==> src/rtl/switch_debounce8_if.sv <==
// Switch-debounce bus: raw switch levels in, filtered levels and strobes out.
interface switch_debounce8_if;
  logic [7:0] sw_raw;
  logic       en_raw;
  logic [7:0] x;
  logic       en;
  logic       changed;
  logic       tick;

  // master: the board/bench side driving raw switches
  modport master (output sw_raw, en_raw, input x, en, changed, tick);
  // slave: the debouncer itself
  modport slave  (input sw_raw, en_raw, output x, en, changed, tick);
endinterface

==> src/rtl/switch_debounce8.sv <==
// Nine-channel switch debouncer: 2-flop synchroniser, shared sample-tick
// prescaler, and a per-channel tick-based stability filter.

// One filter channel. cnt counts consecutive ticks on which the synchronised
// input disagrees with the accepted level; any agreeing tick clears it.
module switch_debounce8_chan #(
  parameter int STABLE_TICKS = 4
) (
  input  logic clk,
  input  logic rst,
  input  logic tick,
  input  logic d,
  output logic q,
  output logic upd
);
  typedef enum logic {IDLE, PENDING} st_e;

  localparam logic [3:0] LAST = 4'(STABLE_TICKS - 1);

  logic [3:0] cnt, cnt_nx;
  logic       q_nx;
  st_e        st;

  // state register: mismatch count and accepted level
  always_ff @(posedge clk or posedge rst) begin
    if (rst) begin
      cnt <= '0;
      q   <= 1'b0;
    end else begin
      cnt <= cnt_nx;
      q   <= q_nx;
    end
  end

  // next state: count mismatching ticks, accept on the last, drop on revert
  always_comb begin
    cnt_nx = cnt;
    q_nx   = q;
    upd    = 1'b0;
    st     = (cnt == 4'd0) ? IDLE : PENDING;
    if (tick) begin
      case (st)
        IDLE: begin
          if (d != q) begin
            if (LAST == 4'd0) begin
              q_nx = d;
              upd  = 1'b1;
            end else begin
              cnt_nx = 4'd1;
            end
          end
        end
        PENDING: begin
          if (d == q) begin
            cnt_nx = 4'd0;
          end else if (cnt == LAST) begin
            q_nx   = d;
            cnt_nx = 4'd0;
            upd    = 1'b1;
          end else begin
            cnt_nx = cnt + 4'd1;
          end
        end
        default: cnt_nx = 4'd0;
      endcase
    end
  end
endmodule

module switch_debounce8 #(
  parameter int TICK_DIV     = 1000,
  parameter int STABLE_TICKS = 4
) (
  input  logic                clk,
  input  logic                rst,
  switch_debounce8_if.slave   bus
);
  localparam int NCH = 9;
  localparam int PW  = (TICK_DIV > 1) ? $clog2(TICK_DIV) : 1;
  localparam logic [PW-1:0] PLAST = PW'(TICK_DIV - 1);

  logic [NCH-1:0] s1, s2, q, upd;
  logic [PW-1:0]  pcnt;
  logic           tick_r, changed_r;

  // two-flop synchroniser for the asynchronous switch levels
  always_ff @(posedge clk or posedge rst) begin
    if (rst) begin
      s1 <= '0;
      s2 <= '0;
    end else begin
      s1 <= {bus.en_raw, bus.sw_raw};
      s2 <= s1;
    end
  end

  // free-running prescaler; tick is high for the cycle after the wrap value
  always_ff @(posedge clk or posedge rst) begin
    if (rst) begin
      pcnt   <= '0;
      tick_r <= 1'b0;
    end else begin
      pcnt   <= (pcnt == PLAST) ? '0 : pcnt + 1'b1;
      tick_r <= (pcnt == PLAST);
    end
  end

  genvar i;
  generate
    for (i = 0; i < NCH; i++) begin : g_ch
      switch_debounce8_chan #(.STABLE_TICKS(STABLE_TICKS)) u_ch (
        .clk  (clk),
        .rst  (rst),
        .tick (tick_r),
        .d    (s2[i]),
        .q    (q[i]),
        .upd  (upd[i])
      );
    end
  endgenerate

  // one pulse per tick on which any channel accepted a new level
  always_ff @(posedge clk or posedge rst) begin
    if (rst) changed_r <= 1'b0;
    else     changed_r <= |upd;
  end

  assign bus.x       = q[7:0];
  assign bus.en      = q[8];
  assign bus.changed = changed_r;
  assign bus.tick    = tick_r;
endmodule

==> src/flat_wrapper.sv <==
// flat-port wrapper written by rule: the top's interface ports become plain ports
module switch_debounce8_flat 
#(
  parameter int TICK_DIV     = 1000,
  parameter int STABLE_TICKS = 4
)
  (clk, rst, bus_sw_raw, bus_en_raw, bus_x, bus_en, bus_changed, bus_tick);
  switch_debounce8_if bus_i ();
  input  logic clk;
  input  logic rst;
  input wire logic [$bits(bus_i.sw_raw)-1:0] bus_sw_raw;
  input wire logic [$bits(bus_i.en_raw)-1:0] bus_en_raw;
  output wire logic [$bits(bus_i.x)-1:0] bus_x;
  output wire logic [$bits(bus_i.en)-1:0] bus_en;
  output wire logic [$bits(bus_i.changed)-1:0] bus_changed;
  output wire logic [$bits(bus_i.tick)-1:0] bus_tick;
  assign bus_i.sw_raw = bus_sw_raw;
  assign bus_i.en_raw = bus_en_raw;
  assign bus_x = bus_i.x;
  assign bus_en = bus_i.en;
  assign bus_changed = bus_i.changed;
  assign bus_tick = bus_i.tick;
  switch_debounce8 #(.TICK_DIV(TICK_DIV), .STABLE_TICKS(STABLE_TICKS)) u_core (.clk(clk), .rst(rst), .bus(bus_i));
endmodule
==> config.mk <==
export PLATFORM = sky130hd
export DESIGN_NAME = switch_debounce8_flat
export DESIGN_NICKNAME = d
export VERILOG_FILES = /design/src/rtl/switch_debounce8_if.sv /design/src/rtl/switch_debounce8.sv /design/src/flat_wrapper.sv
export SDC_FILE = /design/constraint.sdc
export NUM_CORES = 1
export LEC_CHECK = 0
export ABC_AREA = 1
export CORE_MARGIN = 5
export CORE_UTILIZATION = 50
export DETAILED_ROUTE_END_ITERATION = 8
export GPL_ROUTABILITY_DRIVEN = 0
export MAX_ROUTING_LAYER = met4
export PLACE_DENSITY_LB_ADDON = 0.2
export SLEW_MARGIN = 20
export SYNTH_ARGS = -nofsm -noshare
export SYNTH_HDL_FRONTEND = slang
export SYNTH_SLANG_ARGS = --single-unit
==> constraint.sdc <==
create_clock -name clk -period 5.92 [get_ports clk]
set_input_delay 1.776 -clock clk [delete_from_list [all_inputs] [get_ports clk]]
set_output_delay 1.776 -clock clk [all_outputs]
set_load 0.03 [all_outputs]
### After elaboration in Yosys (flattened, before gate mapping)

Index checks and enable logic that the tools add are counted.

* register bits: 75
* logic and storage cells: 198
* output and inout port bits: 11

* reduce and logical (&&, ||, !) cells: 28
* bitwise gates (word level): 18
* add/sub/neg operators: 10
* muxes and demuxes: 82
* eq/ne operators: 37

Operator list (count)
* two-way mux 4 bit: 27
* case mux 4 bit (2 select lines): 9
* two-way mux 1 bit: 45
* adder 4 x 1 -> 4 bit, second input constant: 9
* == test 4 x 2 -> 1 bit, second input constant: 9
* zero test 4 bit: 9
* AND reduction 4 bit: 9
* != test 2 x 1 -> 1 bit, second input constant: 9
* NOT 1 bit: 18
* AND reduction 2 bit: 9
* adder 10 x 1 -> 10 bit, second input constant: 1
* == test 10 bit, second input constant: 1
* two-way mux 10 bit: 1
* == test 1 bit: 9
* != test 1 bit: 9
* OR reduction 9 bit: 1

### Longest topological paths before layout

Gate-level depths: netlist of run 1.

* word-level depth: 6
* mapped depth: 9
* mapped depth without buffers: 9

### Cells and area by module

Synthesis of run 1 repeated with hierarchy kept, for this count alone.

* cell total of the unflattened synthesis: 612
* area, all modules: 4636.9 um^2

Modules (own cells, without submodules)
* switch_debounce8_chan: area an instance 392.9 um^2, instances 9, cells an instance 56
* switch_debounce8: area an instance 1101.1 um^2, instances 1, cells an instance 108

### Least setup slack after synthesis of run 1

OpenSTA, ideal clock, no wires.

* kind: register to output
* from: register u_core.g_ch[0].u_ch.q
* to: output port bus_x[0]
* required time: 4144 ps
* buffers on the path: 1
* setup slack: 3578 ps
* arrival time: 566 ps
* stages on the path, launching flop included: 2
* cell sequence: dfrtp_1 > buf_4

RTL lines
* start, declared: line switch_debounce8.sv:13 `output logic q,`
* start signal, assigned: line switch_debounce8.sv:31 `q <= q_nx;`
* end, declared: line flat_wrapper.sv:13 `output wire logic [$bits(bus_i.x)-1:0] bus_x;`

No word-level cell between the ends.

### Final worst setup path of run 1

* from: register u_core.g_ch[8].u_ch.q
* to: output port bus_en

RTL lines
* start, declared: line switch_debounce8.sv:13
* start signal, assigned: line switch_debounce8.sv:31
* end, declared: line flat_wrapper.sv:14 `output wire logic [$bits(bus_i.en)-1:0] bus_en;`

No word-level cell between the ends.

==> results.sh, run 1 <==
export IMPL_setup_tns_ns=0
export IMPL_ctsHoldBuffers=0
export IMPL_fin_crit_sh=0.545
export IMPL_synth_simple_area_share=0.204
export IMPL_cts_tree="built"
export IMPL_finalPower_mw=0.916
export IMPL_maxCapViolCount=0
export IMPL_ant_nets=0
export IMPL_root_buffer="clkbuf_8"
export IMPL_grt_pass1_vias=2775
export IMPL_die_height_um=97.9
export IMPL_mostFrequentLayoutCells="nand2_1, dfrtp_1, inv_1"
export IMPL_cellPowerDensity_nw_per_um2=213
export IMPL_synth_fp_nets=477
export IMPL_clk_pin_slew_ns=0.07
export IMPL_critPathMaxFanout=3
export IMPL_worst_slew_pin_transition_ns=0.844
export IMPL_timing_rr_end="u_core.bus.changed"
export IMPL_first_pass_iters=5
export IMPL_antenna_cells=0
export IMPL_vias=2841
export IMPL_drc=0
export IMPL_crit_type="reg -> out"
export IMPL_grt_max_degree=52
export IMPL_nFillCells=651
export IMPL_portBuffers=21
export IMPL_core_region_area_sq_um=7610
export IMPL_hold_class="reg -> reg"
export IMPL_clkLatencyLatePin_ns=0.34
export IMPL_clockBufferDepth=2
export IMPL_yosys_cell_types_count=31
export IMPL_hold_end="u_core.s2[7]"
export IMPL_finalNonFillerCells=574
export IMPL_seq_area_frac_synth=0.486
export IMPL_htreeDepth=3
export IMPL_grt_overflow=0
export IMPL_path_cells="clkdlybuf4s50_1"
export IMPL_place_hpwl_um=4810
export IMPL_area_growth_pct=11.3
export IMPL_drive_gt1_frac=0.0720
export IMPL_clock_skew_ns=0.00550
export IMPL_cp_start_kind="register"
export IMPL_arrival_ns=1.45
export IMPL_gr_usage_all_layers=0.154
export IMPL_ff2ff_setup_slack_ns=4.26
export IMPL_cts_sinks=75
export IMPL_die_width_um=97.9
export IMPL_setup_viol=0
export IMPL_muxShareOfSynthArea=0
export IMPL_max_freq_ghz=0.310
export IMPL_slew_violations=0
export IMPL_drt_iter0_markers=64
export IMPL_cp_slowest_cell="clkdlybuf4s50_1"
export IMPL_numCtsBuffers=9
export IMPL_cp_required_ns=4.14
export IMPL_io_pins=22
export IMPL_wl_per_cell_um=11.5
export IMPL_min_period_ns=3.22
export IMPL_cts_resized=0
export IMPL_path_buf_inv=1
export IMPL_grt_antenna_before_repair=0
export IMPL_viasPerCell=4.95
export IMPL_synth_area_sq_um=3860
export IMPL_routed_wl_um=6620
export IMPL_hold_viol_final=0
export IMPL_synthAdderAreaFrac=0.0616
export IMPL_synth_seq_cells=75
export IMPL_reg2reg_depth=7
export IMPL_synth_compound_area_frac=0.0924
export IMPL_seq_area_sq_um=1880
export IMPL_multiInputGateArea_sq_um=1610
export IMPL_start_util=0.508
export IMPL_endpoint_kind="output pin"
export IMPL_synth_top_family_by_area="simple AND/OR/NAND/NOR gates"
export IMPL_yosys_warnings=0
export IMPL_relSlewSlack=0.437
export IMPL_post_cts_buffers=0
export IMPL_p_leak_nw=2.09
export IMPL_slowest_delay_ns=0.70
export IMPL_rsz0062_at_grt="no"
export IMPL_dp_cells=560
export IMPL_avgSynthCellArea_sq_um=8.64
export IMPL_rr_startpoint="u_core.bus.tick"
export IMPL_layout_commonest_cell="nand2_1"
export IMPL_fin_util=0.565
export IMPL_synth_xor_area_frac=0.0583
export IMPL_holdWs_ns=0.349
export IMPL_nets=499
export IMPL_row_count=32
export IMPL_min_path_cells=0
export IMPL_die_area_sq_um=9580
export IMPL_syn_inst=447
export IMPL_cpLargestDelayFamily="buffers and inverters"
export IMPL_status="finished clean"
export IMPL_vdd_drop_max_v=0.000141
export IMPL_grt_pass1_wl_um=11600
export IMPL_min_from="u_core.s1[7]"
[report_power, final]
part	total [mW]	switching (mW)	internal, mW
Sequential	0.522	0.00304	0.518
Clock	0.368	0.168	0.200
Combinational	0.0264	0.0175	0.00894
[registers in the layout, summed over array words and instances (netlist names)]
signal	cells
u_core.bus.tick	1
u_core.g_ch.u_ch.q	9
u_core.g_ch.u_ch.cnt	36
u_core.s1	9
u_core.bus.changed	1
u_core.pcnt	10
u_core.s2	9
[stage by stage]
stage / setup WS (ns) / cell area [sq um]
after CTS: 2.66 / 4300
after global routing: 2.64 / 4300
after detailed placement: 2.55 / 4120
after global placement: 2.55 / 4120
final: 2.70 / 4300
after floorplan: 2.23 / 3860
[synthesized netlist by cell type]
cell type	n	area share
nand2_1	77	0.075
dfrtp_1	75	0.49
inv_1	71	0.069
nor2_1	41	0.040
nand3_1	39	0.051
o21ai_0	36	0.047
ha_1	19	0.062
xor2_1	17	0.039
a21oi_1	9	0.012
buf_4	9	0.017
o22ai_1	7	0.011
nand4_1	6	0.0097
nor2_2	5	0.0081
xnor2_1	5	0.011
a31oi_1	4	0.0065
nor3_1	4	0.0052
o21ai_1	4	0.0052
inv_2	3	0.0029
a21oi_2	2	0.0045
nor2_4	2	0.0058
xor2_2	2	0.0084
a21oi_4	1	0.0042
buf_6	1	0.0029
buf_8	1	0.0039
clkbuf_1	1	0.00097
nand2_2	1	0.0016
nand3b_1	1	0.0019
nand4_2	1	0.0032
nor3b_1	1	0.0019
o21ai_2	1	0.0023
or2_1	1	0.0016
[kinds of logic after synthesis]
logic type      Yosys count
fa+ha+maj                19
buf+inv                  86
xor+xnor                 24
compound gates           64
simple gates            179
flops                    75
[how the worst max path moves through the flow]
stage | depth (start not counted) | slack (ns) | start | endpoint
CTS | 1 | 2.66 | u_core.g_ch[8].u_ch.q | bus_en
detailed placement | 3 | 2.55 | rst | u_core.g_ch[6].u_ch.cnt[0]
global route | 1 | 2.64 | u_core.g_ch[3].u_ch.q | bus_x[3]
floorplan | 1 | 2.23 | rst | u_core.bus.changed
finish | 1 | 2.70 | u_core.g_ch[8].u_ch.q | bus_en
global placement | 3 | 2.55 | rst | u_core.g_ch[6].u_ch.cnt[0]
[routing by layer]
metal	track usage	vias up	routed length, um
met5	-	-	0
li1	-	1462	-
met3	0.0307	14	193
met4	0.0745	0	142
met2	0.249	43	3170
met1	0.184	1322	3120
[final cells by class]
type | instances | share of cell area
Sequential cell | 75 | 0.437
Clock inverter | 3 | 0.00931
Timing Repair Buffer | 23 | 0.0524
Clock buffer | 11 | 0.0329
Multi-Input combinational cell | 286 | 0.374
Inverter | 74 | 0.0649
Tap cell | 102 | 0.0297
Note: power is estimated with default switching activity, not from simulation.
==> run 2: changes to the inputs <==
==> constraint.sdc (replaced) <==
create_clock -name clk -period 2.7 [get_ports clk]
set_input_delay 0.81 -clock clk [delete_from_list [all_inputs] [get_ports clk]]
set_output_delay 0.81 -clock clk [all_outputs]
set_load 0.03 [all_outputs]
==> results.sh, run 2 (synthesized netlist as in run 1, its figures left out) <==
export IMPL_start_util=0.508
export IMPL_rr_startpoint="u_core.bus.tick"
export IMPL_vias=2876
export IMPL_biggestRegsByFlops="u_core.g_ch.u_ch.cnt: 36 flops, u_core.pcnt: 10 flops"
export IMPL_slowest_delay_ns=0.69
export IMPL_layout_commonest_cell="nand2_1"
export IMPL_cp_required_ns=1.89
export IMPL_grt_pass1_vias=2830
export IMPL_grt_pass1_wl_um=12000
export IMPL_numCtsBuffers=9
export IMPL_rsz0062_at_grt="no"
export IMPL_cpLargestDelayFamily="buffers and inverters"
export IMPL_place_hpwl_um=4880
export IMPL_critPathMaxFanout=3
export IMPL_grt_max_degree=31
export IMPL_htreeDepth=3
export IMPL_largest_reg_flops=36
export IMPL_largest_register="u_core.g_ch.u_ch.cnt"
export IMPL_mostFrequentLayoutCells="nand2_1, dfrtp_1, inv_1"
export IMPL_post_cts_buffers=0
export IMPL_cts_resized=0
export IMPL_die_area_sq_um=9580
export IMPL_cellPowerDensity_nw_per_um2=495
export IMPL_drt_iter0_markers=93
export IMPL_nets=501
export IMPL_clock_skew_ns=0.0122
export IMPL_portBuffers=21
export IMPL_row_count=32
export IMPL_routed_wl_um=6590
export IMPL_clk_pin_slew_ns=0.08
export IMPL_endpoint_kind="output pin"
export IMPL_slew_violations=0
export IMPL_ant_nets=0
export IMPL_area_growth_pct=13.3
export IMPL_max_freq_ghz=0.443
export IMPL_hold_viol_final=0
export IMPL_grt_overflow=0
export IMPL_worst_slew_pin_transition_ns=0.657
export IMPL_die_width_um=97.9
export IMPL_maxCapViolCount=0
export IMPL_relSlewSlack=0.561
export IMPL_first_pass_iters=4
export IMPL_clkLatencyLatePin_ns=0.34
export IMPL_fin_crit_sh=0.836
export IMPL_min_from="u_core.s1[4]"
export IMPL_crit_start="u_core.g_ch[0].u_ch.q"
export IMPL_arrival_ns=1.45
export IMPL_grt_antenna_before_repair=0
export IMPL_finalNonFillerCells=578
export IMPL_drc=0
export IMPL_min_period_ns=2.26
export IMPL_cp_start_kind="register"
export IMPL_p_leak_nw=2.13
export IMPL_gr_usage_all_layers=0.157
export IMPL_wl_per_cell_um=11.4
export IMPL_cp_slowest_cell="clkdlybuf4s50_1"
export IMPL_antenna_cells=0
export IMPL_viasPerCell=4.98
export IMPL_die_height_um=97.9
export IMPL_io_pins=22
export IMPL_vdd_drop_max_v=0.000290
export IMPL_setup_tns_ns=0
export IMPL_crit_type="reg -> out"
export IMPL_status="finished clean"
export IMPL_path_buf_inv=1
export IMPL_hold_class="reg -> reg"
export IMPL_core_region_area_sq_um=7610
export IMPL_clockBufferDepth=2
export IMPL_setup_viol=0
export IMPL_drive_gt1_frac=0.0819
export IMPL_root_buffer="clkbuf_8"
export IMPL_path_cells="clkdlybuf4s50_1"
export IMPL_cts_sinks=75
export IMPL_dp_cells=562
export IMPL_ctsHoldBuffers=0
export IMPL_cts_tree="built"
run 2: cell types whose count changed in the layout (fill, tap and decap cells not counted), sizes merged:
| cell | change |
|---|---|
| bufinv | +1 |
| clkinvlp | +1 |
| buf | +2 |
run 2: cell type report:
type | instances | area [sq um]
Fill cell | 690 | 3230
Clock inverter | 5 | 75.1
Clock buffer | 11 | 151
Sequential cell | 75 | 1880
Timing Repair Buffer | 25 | 253
Inverter | 74 | 282
Multi-Input combinational cell | 286 | 1610
Tap cell | 102 | 128
run 2: final timing paths:
path / slack [ns] / end / cells past startpoint
max: 0.44 / bus_x[0] / 1
min: 0.35 / u_core.s2[4] / 0
max reg2reg: 1.08 / u_core.bus.changed / 7
min reg2reg: 0.35 / u_core.s2[4] / 0
max in group asynchronous: 1.21 / u_core.s1[7] / 3
min in group asynchronous: 0.91 / u_core.g_ch[1].u_ch.cnt[2] / 2
run 2: stage by stage:
stage / power [mW] / setup WS (ns) / hold slack [ns] / instance area (sq um) / util
6_report: 2.17 / 0.444 / 0.347 / 4370 / 0.575
3_3_place_gp: 1.23 / 0.807 / 0.332 / 4150 / 0.545
2_1_floorplan: 1.20 / 1.05 / 0.331 / 3860 / -
4_1_cts: 2.19 / 0.418 / 0.351 / 4370 / 0.575
3_5_place_dp: 1.23 / 0.798 / 0.336 / 4150 / 0.545
5_1_grt: 2.24 / 0.381 / 0.358 / 4370 / 0.575
run 2: where the power goes:
group | total (mW) | internal [mW] | leakage [nW] | switching [mW]
Sequential | 1.14 | 1.14 | 0.992 | 0.00702
Combinational | 0.0626 | 0.0235 | 1.01 | 0.0391
Clock | 0.960 | 0.566 | 0.119 | 0.394
Total | 2.17 | 1.73 | 2.13 | 0.440
run 2: routing by layer:
metal,up-vias,wire (um),track usage
li1,1472,-,-
met4,0,117,0.0756
met3,12,183,0.0279
met5,-,0,-
met2,31,3310,0.255
met1,1361,2990,0.188
==> run 3: changes to the inputs <==
==> constraint.sdc (replaced) <==
create_clock -name clk -period 2 [get_ports clk]
set_input_delay 0.6 -clock clk [delete_from_list [all_inputs] [get_ports clk]]
set_output_delay 0.6 -clock clk [all_outputs]
set_load 0.03 [all_outputs]
==> results.sh, run 3 (synthesized netlist as in run 1, its figures left out) <==
export IMPL_status="finished clean"
export IMPL_timing_rr_end="u_core.bus.changed"
export IMPL_rsz0062_at_grt="no"
export IMPL_arrival_ns=1.31
export IMPL_path_cells="clkdlybuf4s50_1"
export IMPL_layout_commonest_cell="nand2_1"
export IMPL_worst_slew_pin_transition_ns=0.499
export IMPL_grt_max_degree=76
export IMPL_clk_pin_slew_ns=0.08
export IMPL_power_frac_comb=0.029
export IMPL_fin_crit_sh=0.956
export IMPL_slew_violations=0
export IMPL_setup_ws_ns=0.0873
export IMPL_p_int_mw=2.24
export IMPL_setup_tns_ns=0
export IMPL_viasPerCell=4.96
export IMPL_nets=499
export IMPL_min_from="u_core.s1[7]"
export IMPL_grt_pass1_vias=2829
export IMPL_cts_sinks=75
export IMPL_grt_antenna_before_repair=0
export IMPL_reg2reg_depth=9
export IMPL_vias=2856
export IMPL_drive_gt1_frac=0.0802
export IMPL_place_ws_ns=0.318
export IMPL_cpLargestDelayFamily="buffers and inverters"
export IMPL_drc=0
export IMPL_hold_class="reg -> reg"
export IMPL_vdd_drop_max_v=0.000455
export IMPL_finalPower_mw=2.83
export IMPL_hold_viol_final=0
export IMPL_htreeDepth=3
export IMPL_root_buffer="clkbuf_8"
export IMPL_core_region_area_sq_um=7610
export IMPL_antenna_cells=0
export IMPL_cp_start_kind="register"
export IMPL_clkLatencyLatePin_ns=0.33
export IMPL_area_growth_pct=12.2
export IMPL_endpoint_kind="output pin"
export IMPL_first_pass_iters=4
export IMPL_clockBufferDepth=2
export IMPL_slowest_delay_ns=0.66
export IMPL_row_count=32
export IMPL_routed_wl_um=6550
export IMPL_cp_required_ns=1.40
export IMPL_place_hpwl_um=4630
export IMPL_largest_reg_flops=36
export IMPL_ff2ff_setup_slack_ns=0.46
export IMPL_critPathMaxFanout=1
export IMPL_maxCapViolCount=0
export IMPL_clockPowerShare=0.427
export IMPL_setup_viol=0
export IMPL_grt_overflow=0
export IMPL_clock_skew_ns=0.0100
export IMPL_die_area_sq_um=9580
export IMPL_min_period_ns=1.91
export IMPL_min_path_cells=0
export IMPL_io_pins=22
export IMPL_p_seq_frac=0.544
export IMPL_netSwitchingFraction=0.210
export IMPL_grt_pass1_wl_um=11800
export IMPL_max_freq_ghz=0.523
export IMPL_p_sw_mw=0.596
export IMPL_die_height_um=97.9
export IMPL_wl_per_cell_um=11.4
export IMPL_mostFrequentLayoutCells="nand2_1, dfrtp_1, inv_1"
export IMPL_path_buf_inv=1
export IMPL_portBuffers=21
export IMPL_ctsHoldBuffers=0
export IMPL_start_util=0.508
export IMPL_gr_usage_all_layers=0.153
export IMPL_hold_end="u_core.s2[7]"
export IMPL_largest_register="u_core.g_ch.u_ch.cnt"
export IMPL_rr_startpoint="u_core.g_ch[1].u_ch.cnt[0]"
export IMPL_die_width_um=97.9
export IMPL_cellPowerDensity_nw_per_um2=654
export IMPL_relSlewSlack=0.667
export IMPL_p_leak_nw=2.15
export IMPL_cts_tree="built"
export IMPL_ant_nets=0
export IMPL_crit_type="reg -> out"
export IMPL_nFillCells=691
export IMPL_drt_iter0_markers=121
export IMPL_numCtsBuffers=9
export IMPL_biggestRegsByFlops="u_core.g_ch.u_ch.cnt: 36 flops, u_core.pcnt: 10 flops"
export IMPL_cp_slowest_cell="clkdlybuf4s50_1"
-- run 3: cell count changes in the layout (fill, tap and decap cells not counted) --
cell	change
clkbuf_8	+1
dlygate4sd2_1	+9
clkdlybuf4s50_1	-10
clkinv_2	-1
clkinvlp_4	+1
bufinv_16	-1
buf_4	-1
-- run 3: timing repair --
| action | 4_1_cts | 5_1_grt |
|---|---|---|
| setup endpoints to repair | 9 | 0 |
| resized for setup | 9 | 0 |
| buffers inserted | 0 | 0 |
-- run 3: worst max path at each step --
stage	startpoint	end	slack [ns]	cells after the start
global route	u_core.bus.changed	bus_changed	0.01	1
CTS	u_core.bus.changed	bus_changed	0.05	1
detailed placement	u_core.g_ch[0].u_ch.q	bus_x[0]	0.32	1
global placement	u_core.g_ch[8].u_ch.q	bus_en	0.34	1
finish	u_core.bus.changed	bus_changed	0.09	1
floorplan	rst	u_core.bus.changed	0.56	1
-- run 3: through the flow --
stage                     cell area, sq um  hold WS [ns]   util  cells
after floorplan                       3860         0.331      -    447
after global placement                4130         0.332  0.543    560
after detailed placement              4130         0.335  0.543    560
after CTS                             4330         0.353  0.569    576
after global routing                  4330         0.360  0.569    576
final                                 4330         0.351  0.569    576
-- run 3: layer usage --
layer	global-route usage	part of all wire	vias up	wire (um)
met5	-	0	-	0
met3	0.0236	0.023	8	148
met1	0.193	0.48	1358	3160
met4	0.0564	0.011	0	73
met2	0.249	0.48	25	3160
li1	-	-	1465	-
-- run 3: final cells by class --
type	count	area, sq um	share of cell area
Timing Repair Buffer	23	224	0.0517
Multi-Input combinational cell	286	1610	0.371
Clock buffer	12	165	0.0381
Inverter	74	282	0.0650
Tap cell	102	128	0.0295
Clock inverter	4	47.5	0.0110
Sequential cell	75	1880	0.433
-- run 3: power by group through the flow --
stage                     registers [mW]  clock network (mW)  logic (mW)
after floorplan                     1.57                   0      0.0469
after global placement              1.57                   0      0.0842
after detailed placement            1.57                   0      0.0851
after CTS                           1.54                1.25      0.0853
after global routing                1.54                1.34      0.0953
final                               1.54                1.21      0.0821
